**config.mk**
```make
export PLATFORM = sky130hd
export DESIGN_NAME = instruction_fetch
export DESIGN_NICKNAME = d
export VERILOG_FILES = /design/src/rtl/instruction_fetch_pkg.sv /design/src/rtl/instruction_fetch.sv
export SDC_FILE = /design/constraint.sdc
export NUM_CORES = 1
export LEC_CHECK = 0
export CORE_MARGIN = 2
export CORE_UTILIZATION = 46
export CTS_BUF_LIST = sky130_fd_sc_hd__clkbuf_4 sky130_fd_sc_hd__clkbuf_8 sky130_fd_sc_hd__clkbuf_16
export CTS_CLUSTER_DIAMETER = 120
export DETAILED_ROUTE_END_ITERATION = 10
export GPL_TIMING_DRIVEN = 1
export PLACE_DENSITY = 0.86
export SLEW_MARGIN = 15
export SYNTH_ARGS = -nofsm -noshare
export SYNTH_HDL_FRONTEND = slang
export SYNTH_SLANG_ARGS = --single-unit
```
**constraint.sdc**
```tcl
create_clock -name clk -period 5.21 [get_ports clk]
set_input_delay 1.042 -clock clk [delete_from_list [all_inputs] [get_ports clk]]
set_output_delay 1.042 -clock clk [all_outputs]
set_load 0.02 [all_outputs]
```
**src/rtl/instruction_fetch_pkg.sv**
```systemverilog
// Shared definitions for the instruction fetch sequencer.
// Holds the FSM state encoding and the fault cause codes reported on
// fault_cause, so that the sequencer and anything decoding its status
// agree on one set of values.
package instruction_fetch_pkg;

   typedef enum logic [2:0] {
      S_START = 3'd0,
      S_REQ   = 3'd1,
      S_WAIT  = 3'd2,
      S_EXEC  = 3'd3,
      S_FAULT = 3'd4
   } fetchState_t;

   localparam logic [1:0] FAULT_NONE     = 2'b00;
   localparam logic [1:0] FAULT_MISALIGN = 2'b01;
   localparam logic [1:0] FAULT_TIMEOUT  = 2'b10;

endpackage

```
**src/rtl/instruction_fetch.sv**
```systemverilog
// Fetch sequencer sitting between the program counter and instruction memory.
// It reads the word at pc_current over a req/ack port, holds it for the core
// until exec_done, then strobes update_pc so the PC advances. A misaligned next
// PC or a memory that never acknowledges latches a sticky fault and halts.
//
// Ports:
//   clk, rst            rising-edge clock, asynchronous active-high reset
//   pc_current          PC value presented by program_counter
//   pc_next_valid       PC's next address is word-aligned
//   exec_done           core has finished the held instruction
//   update_pc           one-cycle PC load strobe
//   mem_req/mem_addr    instruction read request and address
//   mem_ack/mem_rdata   read acknowledge and data
//   instr/instr_pc      fetched instruction and its address
//   instr_valid         instr/instr_pc are valid for decode
//   fault/fault_cause   sticky fault flag and first cause
//   fetch_count         number of completed fetches (wraps)
module instruction_fetch #(
   parameter int DATA_WIDTH     = 32,
   parameter int TIMEOUT_CYCLES = 255,
   parameter int CNT_WIDTH      = 8
) (
   input  logic                  clk,
   input  logic                  rst,
   input  logic [DATA_WIDTH-1:0] pc_current,
   input  logic                  pc_next_valid,
   input  logic                  exec_done,
   output logic                  update_pc,
   output logic                  mem_req,
   output logic [DATA_WIDTH-1:0] mem_addr,
   input  logic                  mem_ack,
   input  logic [DATA_WIDTH-1:0] mem_rdata,
   output logic [DATA_WIDTH-1:0] instr,
   output logic [DATA_WIDTH-1:0] instr_pc,
   output logic                  instr_valid,
   output logic                  fault,
   output logic [1:0]            fault_cause,
   output logic [31:0]           fetch_count
);

   import instruction_fetch_pkg::*;

   localparam logic [CNT_WIDTH-1:0] LAST_WAIT = CNT_WIDTH'(TIMEOUT_CYCLES - 1);

   fetchState_t            r_state;
   fetchState_t            w_nextState;
   logic [DATA_WIDTH-1:0]  r_reqAddr;
   logic [CNT_WIDTH-1:0]   r_waitCount;
   logic [DATA_WIDTH-1:0]  r_instr;
   logic [DATA_WIDTH-1:0]  r_instrPc;
   logic                   r_instrValid;
   logic                   r_fault;
   logic [1:0]             r_faultCause;
   logic [31:0]            r_fetchCount;

   logic                   w_capture;
   logic                   w_setFault;
   logic [1:0]             w_faultCode;
   logic                   w_memReq;
   logic [DATA_WIDTH-1:0]  w_memAddr;
   logic                   w_updatePc;

   // Next-state and request decode. The address is taken live from the PC in
   // the first request cycle and from the latched copy while waiting, so the
   // memory sees a stable address for the whole transaction. An ack in the
   // final wait cycle is checked before the timeout so a late ack still wins.
   always_comb begin
      w_nextState = r_state;
      w_capture   = 1'b0;
      w_setFault  = 1'b0;
      w_faultCode = FAULT_NONE;
      w_memReq    = 1'b0;
      w_memAddr   = '0;
      w_updatePc  = 1'b0;
      case (r_state)
         S_START: begin
            w_nextState = S_REQ;
         end
         S_REQ: begin
            w_memReq  = 1'b1;
            w_memAddr = pc_current;
            if (mem_ack) begin
               w_capture   = 1'b1;
               w_nextState = S_EXEC;
            end else begin
               w_nextState = S_WAIT;
            end
         end
         S_WAIT: begin
            w_memReq  = 1'b1;
            w_memAddr = r_reqAddr;
            if (mem_ack) begin
               w_capture   = 1'b1;
               w_nextState = S_EXEC;
            end else if (r_waitCount == LAST_WAIT) begin
               w_setFault  = 1'b1;
               w_faultCode = FAULT_TIMEOUT;
               w_nextState = S_FAULT;
            end
         end
         S_EXEC: begin
            if (exec_done) begin
               if (pc_next_valid) begin
                  w_updatePc  = 1'b1;
                  w_nextState = S_REQ;
               end else begin
                  w_setFault  = 1'b1;
                  w_faultCode = FAULT_MISALIGN;
                  w_nextState = S_FAULT;
               end
            end
         end
         S_FAULT: begin
            w_nextState = S_FAULT;
         end
         default: begin
            w_nextState = S_START;
         end
      endcase
   end

   // State register.
   always_ff @(posedge clk or posedge rst) begin
      if (rst) begin
         r_state <= S_START;
      end else begin
         r_state <= w_nextState;
      end
   end

   // Request address latch and wait counter. The counter restarts on every
   // new request and counts the cycles spent waiting for the ack.
   always_ff @(posedge clk or posedge rst) begin
      if (rst) begin
         r_reqAddr   <= '0;
         r_waitCount <= '0;
      end else begin
         if (r_state == S_REQ) begin
            r_reqAddr   <= pc_current;
            r_waitCount <= '0;
         end else if (r_state == S_WAIT) begin
            r_waitCount <= r_waitCount + 1'b1;
         end
      end
   end

   // Instruction capture. instr_valid follows the state we are entering, so it
   // rises on the edge after the capture and drops as soon as we leave S_EXEC.
   always_ff @(posedge clk or posedge rst) begin
      if (rst) begin
         r_instr      <= '0;
         r_instrPc    <= '0;
         r_instrValid <= 1'b0;
         r_fetchCount <= '0;
      end else begin
         r_instrValid <= (w_nextState == S_EXEC);
         if (w_capture) begin
            r_instr      <= mem_rdata;
            r_instrPc    <= w_memAddr;
            r_fetchCount <= r_fetchCount + 32'd1;
         end
      end
   end

   // Sticky fault. S_FAULT is terminal, so the first cause is the only one
   // ever written until reset.
   always_ff @(posedge clk or posedge rst) begin
      if (rst) begin
         r_fault      <= 1'b0;
         r_faultCause <= FAULT_NONE;
      end else if (w_setFault && !r_fault) begin
         r_fault      <= 1'b1;
         r_faultCause <= w_faultCode;
      end
   end

   assign update_pc   = w_updatePc;
   assign mem_req     = w_memReq;
   assign mem_addr    = w_memAddr;
   assign instr       = r_instr;
   assign instr_pc    = r_instrPc;
   assign instr_valid = r_instrValid;
   assign fault       = r_fault;
   assign fault_cause = r_faultCause;
   assign fetch_count = r_fetchCount;

endmodule

```
# ---- Word level (Yosys, flattened, before mapping)
# Cells that the tools add are included.
dict set report word_totals {
  regBits 143
  inputBits 69
  out_inout_bits 134
}
dict set report classes {
  add_sub_neg 2
  n_eq_ne 6
  mux 25
  n_reduce_logical 5
}
# cell n
set op_table {}
lappend op_table {{$pmux 32 s2} 1}
lappend op_table {{$add 32x1->32 const B} 1}
lappend op_table {{$mux 8} 2}
lappend op_table {{$pmux 3 s5} 1}
lappend op_table {{$mux 1} 13}
lappend op_table {{$mux 3} 4}
lappend op_table {{$eq 3x2->1 const B} 3}
lappend op_table {{$add 8x1->8 const B} 1}
lappend op_table {{$eq 8x8->1 const B} 1}
lappend op_table {{$mux 2} 2}
lappend op_table {{$pmux 2 s2} 1}
lappend op_table {{$eq 3x1->1 const B} 1}
lappend op_table {{$eq 3x3->1 const B} 1}
lappend op_table {{$logic_not 3->1} 1}
lappend op_table {{$pmux 1 s2} 1}
lappend op_table {{$reduce_bool 2->1} 1}
lappend op_table {{$reduce_or 2->1} 1}
lappend op_table {{$logic_and 1x1->1} 1}
lappend op_table {{$logic_not 1->1} 1}

# ---- Logic depth before layout (Yosys ltp)
# Gate-level depths: netlist of the first run.
dict set report logic_depth {
  ltp_word 5
  ltp_mapped 8
}

# ---- Least setup slack after synthesis of the first run
# OpenSTA, ideal clock, no wires.
dict set report synth_path {
  kind {register to output}
  start {reg r_state[1]}
  end {out mem_req}
  arrival_time_ns 1.358
  required_time_ns 4.168
  slack_ns 2.810
  path_stages_with_launch 7
  path_buffers 2
  cell_sequence {dfrtp_1 -> buf_6 -> nor2b_2 -> and2_1 -> buf_6 -> nor2_1 -> inv_1}
}
dict set report synth_between {
  elab_chain_len 3
}
# item line_no
set synth_lines {}
lappend synth_lines {{start, declared} instruction_fetch.sv:45} ;# fetchState_t r_state;
lappend synth_lines {{start signal, assigned} instruction_fetch.sv:127} ;# r_state <= w_nextState;
lappend synth_lines {{$eq 3x1->1 or $eq 3x2->1 (tied branches)} instruction_fetch.sv:75} ;# case (r_state)
lappend synth_lines {{$reduce_or 2->1 (no line) (*)} --}
lappend synth_lines {{$mux 1 (*)} instruction_fetch.sv:75}
lappend synth_lines {{end, declared} instruction_fetch.sv:29} ;# output logic mem_req,
# Every way passes the cells marked *; elsewhere a longest branch is shown, timed or not.

# ---- Final worst setup path of the first run
# Same ends and word-level chain as after synthesis.

==> impl_metrics.toml, run 1 <==
[pwr]
p_leak_nw = 4.080
p_total_mw = 5.491
clockPowerShare_pct = 23.3
power_switching_mw = 2.005
ir_drop_v = 0.0003250
cellInternalPower_mw = 3.485
p_sw_share_pct = 36.52
power.density_nw_per_um2 = 620.5
combPwrFrac_pct = 44.8
seq_power_share_pct = 31.9

[logic_synthesis]
synthDominantCellAreaShare_pct = 58.97
synth_area_leaders = "dfrtp_1 (59%), nand2_1 (11%), mux2_2 (9.8%)"
synth_edf_count = 0
synth_fp_nets = 616
syn_area_um2 = 6068
synthArstFlopShare_pct = 100.0
synth-seq-cells = 143
ys_types = 39
synth.largest_area_cell = "dfrtp_1"
synth_flop_cell = "dfrtp_1"
syn_inst = 544
ys_warn_count = 0
synth-seq-area-share_pct = 58.97
syn_area_per_cell_um2 = 11.16

[critical_path]
crit_fanout = 38
path_buf_inv = 3
cpMaxStageDelayCell = "clkdlybuf4s50_1"
path_class = "reg -> out"
start_kind = "register"
critPathCaptureType = "output pin"
cp.arrival_ns = 2.69
required_ns = 4.17
crit_family = "buffers and inverters"
cp_slowest_stage_delay_ns = 0.60
crit_chain = "nor2b_2, and2_1, buf_4, nor2_1, inv_1, clkdlybuf4s50_1"

[final_layout]
nets = 821
syn_to_final_growth_pct = 45.81
final_util_pct = 69.27
stdcell_count = 933
drive_gt1_share_pct = 13.27
antenna_cells = 0

[placed_design]
dp.cells = 902
place_congestion = 0.8452
numPortBuffers = 202
hpwl_um = 10740

[cts]
clk_path_buf_depth = 2
cts_root_buf = "clkbuf_16"
cts-hold-fix-buffers = 0
cts.sinks = 143
clk_pin_slew_ns = 0.06
cts_resized = 0
postCtsSetupRepairBufs = 0
htree_levels = 4
cts_tree = "built"
cts_inserted_buffers = 17
clk_latency_ns = 0.41

[global_route]
grt_usage_pct = 22.65
grt_max_degree = 80
grt_overflow = 0
grt_pass1_wl_um = 25120
grt_pass1_vias = 4948
antenna_found_initial = 0

[timing]
setup-tns-final_ns = 0
max_freq_mhz = 267.7
slew_violations = 0
fin_skew_ns = 0.009802
period_share_pct = 71.70
setup_violations = 0
min_period_ns = 3.736
max_slew_margin_pct = 45.79
hold_viol = 0
hold_ws_ns = 0.4765
tightest_slew_ns = 0.8132
rsz0062_at_grt = "false"

[status]
outcome = "finished clean"

[detailed_routing]
drtIter0Drc = 296
drc = 0
post_drt_wl_per_cell_um = 16.50
dr_total_vias = 4786
vias_per_cell = 5.130
drtAntennaViolNets = 0
routed_wl_um = 15400
first_pass_iters = 4

[floorplan]
die_y_um = 118.9
dieWidth_um = 118.9
initial_utilization_pct = 47.51
dieArea_um2 = 14130
io_pins = 203
placementRows = 41
core_area_um2 = 12770

[worst_hold_path]
hp-class = "reg -> reg"

[run]
drv_cap = 0
## through the flow
step	instance area (um2)	setup WS, ns
3_3_place_gp	8220	1.825
3_5_place_dp	8220	1.810
2_1_floorplan	6068	0.3301
4_1_cts	8848	1.485
6_report	8848	1.474
5_1_grt	8848	1.325
## path summary, 6_finish.rpt
check	startpoint	endpoint	slack [ns]	cells past startpoint
worst min-delay path	r_reqAddr[23]	r_reqAddr[23]	0.48	2
worst max register to register	r_state[1]	r_waitCount[4]	3.19	6
worst max-delay path	r_state[1]	mem_req	1.47	6
worst min register to register	r_reqAddr[23]	r_reqAddr[23]	0.48	2
max in group asynchronous	rst	instr_pc[2]	3.13	3
min in group asynchronous	rst	r_reqAddr[4]	1.13	2
## layout by cell type, fill, tap and decap left out, types with 3 or more instances in the layout
master           count
and2_1               4
xor2_1               9
o31ai_1              3
xnor2_1             24
nand2b_1             3
ha_1                 3
and4_1               6
inv_1                3
clkdlybuf4s50_1    202
and3_1               6
buf_4                6
nor2b_1              3
nand2_1            183
bufinv_16            4
nor2_1               8
clkinv_2             3
mux2_1              12
nand3_1             15
o21ai_0              9
dfrtp_1            143
clkbuf_16           17
nand4_1             14
mux2_2              53
## power by group through the flow
stage	Combinational (mW)	Sequential, mW	Clock, mW
6_report	2.46	1.75	1.28
5_1_grt	2.64	1.80	1.35
4_1_cts	2.49	1.75	1.30
2_1_floorplan	1.17	2.01	0
3_3_place_gp	2.41	1.74	0
3_5_place_dp	2.48	1.77	0
## worst reg2reg max path: stages (launching register included)
cell	delay [ns]
dfrtp_1	0.52
nor2b_2	0.28
and2_1	0.15
buf_4	0.41
nor2_1	0.22
o21ai_0	0.20
o21ai_0	0.11
## cell type report
cell class / instances / area [um2]
Timing Repair Buffer: 208 / 2067
Tap cell: 172 / 215.2
Clock buffer: 21 / 467.9
Fill cell: 911 / 3925
Sequential cell: 143 / 3578
Multi-Input combinational cell: 375 / 2340
Clock inverter: 10 / 160.2
Inverter: 4 / 20.02
## cells by family (layout without fill, tap and decap cells)
kind of cell	Yosys count	count (layout)	share of synthesized area (%)
flip-flops	143	143	58.97
buffers and inverters	26	243	2.598
adder cells (fa/ha/maj)	3	3	0.6186
AO/OA/AOI/OAI	19	19	1.814
multiplexers	66	66	12.23
XOR/XNOR	34	34	5.031
AND/OR/NAND/NOR	253	253	18.74
## state kept, by name (all words and copies together) (netlist names)
register	count
fetch_count	32
instr	32
instr_pc	32
r_reqAddr	32
r_waitCount	8
r_state	3
fault_cause	2
fault	1
instr_valid	1
## cells in the mapped netlist, types with 2 or more instances
master,n
clkbuf_1,4
and3_1,6
nand3_1,15
o31ai_1,3
a31oi_1,2
mux2_2,53
xnor2_1,24
xor2_1,9
mux2_1,12
nand2_1,183
o22ai_1,2
nor2_1,9
nand4_1,14
buf_2,9
buf_4,5
dfrtp_1,143
ha_1,3
nor2b_1,3
and2_1,4
nand2b_1,3
and4_1,6
inv_1,4
o21ai_0,9
buf_6,4
## per-layer routing
metal	vias up	track usage [%]	routed length [um]
met2	207	37.21	7513
met1	2305	27.51	6193
met5	-	0	0
met4	0	10.71	512
li1	2241	-	-
met3	33	6.561	1177
Note: power is estimated with default switching activity, not from simulation.
==> inputs of run 2 (changes only) <==
--- a/config.mk
+++ b/config.mk
@@ -6,12 +6,12 @@
 export NUM_CORES = 1
 export LEC_CHECK = 0
 export CORE_MARGIN = 2
-export CORE_UTILIZATION = 46
+export CORE_UTILIZATION = 41
 export CTS_BUF_LIST = sky130_fd_sc_hd__clkbuf_4 sky130_fd_sc_hd__clkbuf_8 sky130_fd_sc_hd__clkbuf_16
 export CTS_CLUSTER_DIAMETER = 120
 export DETAILED_ROUTE_END_ITERATION = 10
 export GPL_TIMING_DRIVEN = 1
-export PLACE_DENSITY = 0.86
+export PLACE_DENSITY = 0.82
 export SLEW_MARGIN = 15
 export SYNTH_ARGS = -nofsm -noshare
 export SYNTH_HDL_FRONTEND = slang
==> constraint.sdc (replaced) <==
create_clock -name clk -period 3.2 [get_ports clk]
set_input_delay 0.64 -clock clk [delete_from_list [all_inputs] [get_ports clk]]
set_output_delay 0.64 -clock clk [all_outputs]
set_load 0.02 [all_outputs]
==> run 2 against run 1 <==
Against the previous run:
- clock-buffer cell count shrank 2
- via count down 2.7%
- sequential cell count stayed put
- non-clock buffer count is 1 higher
- combinational power rose by 63%
- sequential share of layout area is essentially flat
- worst hold slack got worse by 0.0033 ns
- global-route usage decreased by 3.8 points
- setup slack got worse by 1.3 ns
- clock skew shrank 0.0013 ns
- die area up 12%
- critical endpoint is now mem_addr[12]
==> impl_metrics.toml, run 2 (synthesized netlist as in run 1, its figures left out) <==
[status]
outcome = "finished clean"

[detailed_routing]
drc = 0
drtAntennaViolNets = 0
drtIter0Drc = 199
dr_total_vias = 4659
post_drt_wl_per_cell_um = 15.21
routed_wl_um = 14390
first_pass_iters = 4
vias_per_cell = 4.925

[final_layout]
design_area_um2 = 8857
drive_gt1_share_pct = 13.65
regArea_um2 = 3580
nets = 822
fillers = 1181
syn_to_final_growth_pct = 45.96
final_cell_mix = "clkdlybuf4s50_1 (202), nand2_1 (183), dfrtp_1 (142), mux2_2 (53), xnor2_1 (24)"
antenna_cells = 0
multiInputGateArea_um2 = 2342
final_common_cell = "clkdlybuf4s50_1"

[timing]
hold_viol = 0
setup_slack_ns = 0.1980
setup_violations = 0
fin_skew_ns = 0.008516
period_share_pct = 93.81
min_period_ns = 3.002
tightest_slew_ns = 0.7395
max_freq_mhz = 333.1
max_slew_margin_pct = 50.70
slew_violations = 0
hold_ws_ns = 0.4732

[global_route]
grt_pass1_wl_um = 23770
grt_usage_pct = 18.85
grt_max_degree = 69
antenna_found_initial = 0
grt_overflow = 0
grt_pass1_vias = 4677

[critical_path]
cp.arrival_ns = 2.36
start_kind = "register"
timing.rr.start = "fetch_count[8]"
cp-startpoint = "r_state[1]"
path_buf_inv = 2
crit_top_cell = "nand2_1"
path_class = "reg -> out"
cp_slowest_stage_delay_ns = 0.62
cpMaxStageDelayCell = "clkdlybuf4s50_1"
required_ns = 2.56
crit_family = "buffers and inverters"
crit_chain = "nor2b_2, and2_1, buf_6, nand2_1, nand2_1, clkdlybuf4s50_1"
crit_fanout = 21
critPathCaptureType = "output pin"

[cts]
cts_root_buf = "clkbuf_16"
cts-hold-fix-buffers = 0
htree_levels = 4
cts_resized = 0
clk_pin_slew_ns = 0.06
cts.sinks = 143
cts_inserted_buffers = 17
cts_tree = "built"
clk_path_buf_depth = 2
postCtsSetupRepairBufs = 0
clk_latency_ns = 0.42

[placed_design]
hpwl_um = 9924
place_area_um2 = 8279
place_congestion = 0.7483
pre_cts_slack_ns = 0.5065
numPortBuffers = 202

[floorplan]
dieArea_um2 = 15790
placementRows = 44
io_pins = 203
die_y_um = 125.7
dieWidth_um = 125.7
core_area_um2 = 14480
initial_utilization_pct = 41.91

[pwr]
power.density_nw_per_um2 = 986.1
p_leak_nw = 4.070
ir_drop_v = 0.0005492

[worst_hold_path]
hp-start = "r_reqAddr[30]"
hp-class = "reg -> reg"

[run]
drv_cap = 0
run 2: final timing paths:
path	end	slack, ns	depth (start not counted)
min	r_reqAddr[30]	0.47	2
max in group asynchronous	r_state[1]	1.90	3
min in group asynchronous	instr[17]	0.61	2
min reg2reg	r_reqAddr[30]	0.47	2
max	mem_addr[12]	0.20	6
max reg2reg	fetch_count[31]	1.38	5
run 2: layout make-up:
| class | instances | share of cell area [%] |
|---|---|---|
| flip-flops and latches | 143 | 40.42 |
| multi-input cells | 375 | 26.44 |
| repair buffers | 209 | 23.93 |
| clock buffers | 19 | 5.043 |
| well taps | 184 | 2.599 |
| clock inverters | 12 | 1.356 |
| inverters | 4 | 0.2119 |
run 2: power by group:
part | leakage, nW | internal, mW | total (mW) | switching [mW]
registers | 1.82 | 2.45 | 2.83 | 0.381
logic | 1.97 | 1.90 | 4.00 | 2.10
clock network | 0.285 | 1.16 | 1.90 | 0.737
run 2: layer usage:
| metal | part of all wire (%) | wire, um | vias up | track usage, % |
|---|---|---|---|---|
| met2 | 47 | 6797 | 162 | 30.24 |
| met3 | 7.0 | 1014 | 20 | 5.820 |
| li1 | - | - | 2223 | - |
| met4 | 1.4 | 204 | 0 | 6.928 |
| met1 | 44 | 6376 | 2254 | 24.24 |
| met5 | 0 | 0 | - | 0 |
run 2: metrics by stage:
stage	util (%)	std cells	total power, mW	setup TNS, ns
final	61.17	946	8.734	0
after global routing	61.17	946	9.257	-0.0004492
after CTS	61.10	946	8.834	0
after detailed placement	57.18	915	6.885	0
after global placement	57.18	915	6.793	0
after floorplan	-	544	5.175	0
run 2: worst reg2reg max path, stage by stage (launching register included):
cell,delay [ns]
dfrtp_1,0.41
and3_1,0.41
nand4_1,0.27
nor3_4,0.33
nand3_1,0.15
xnor2_1,0.14
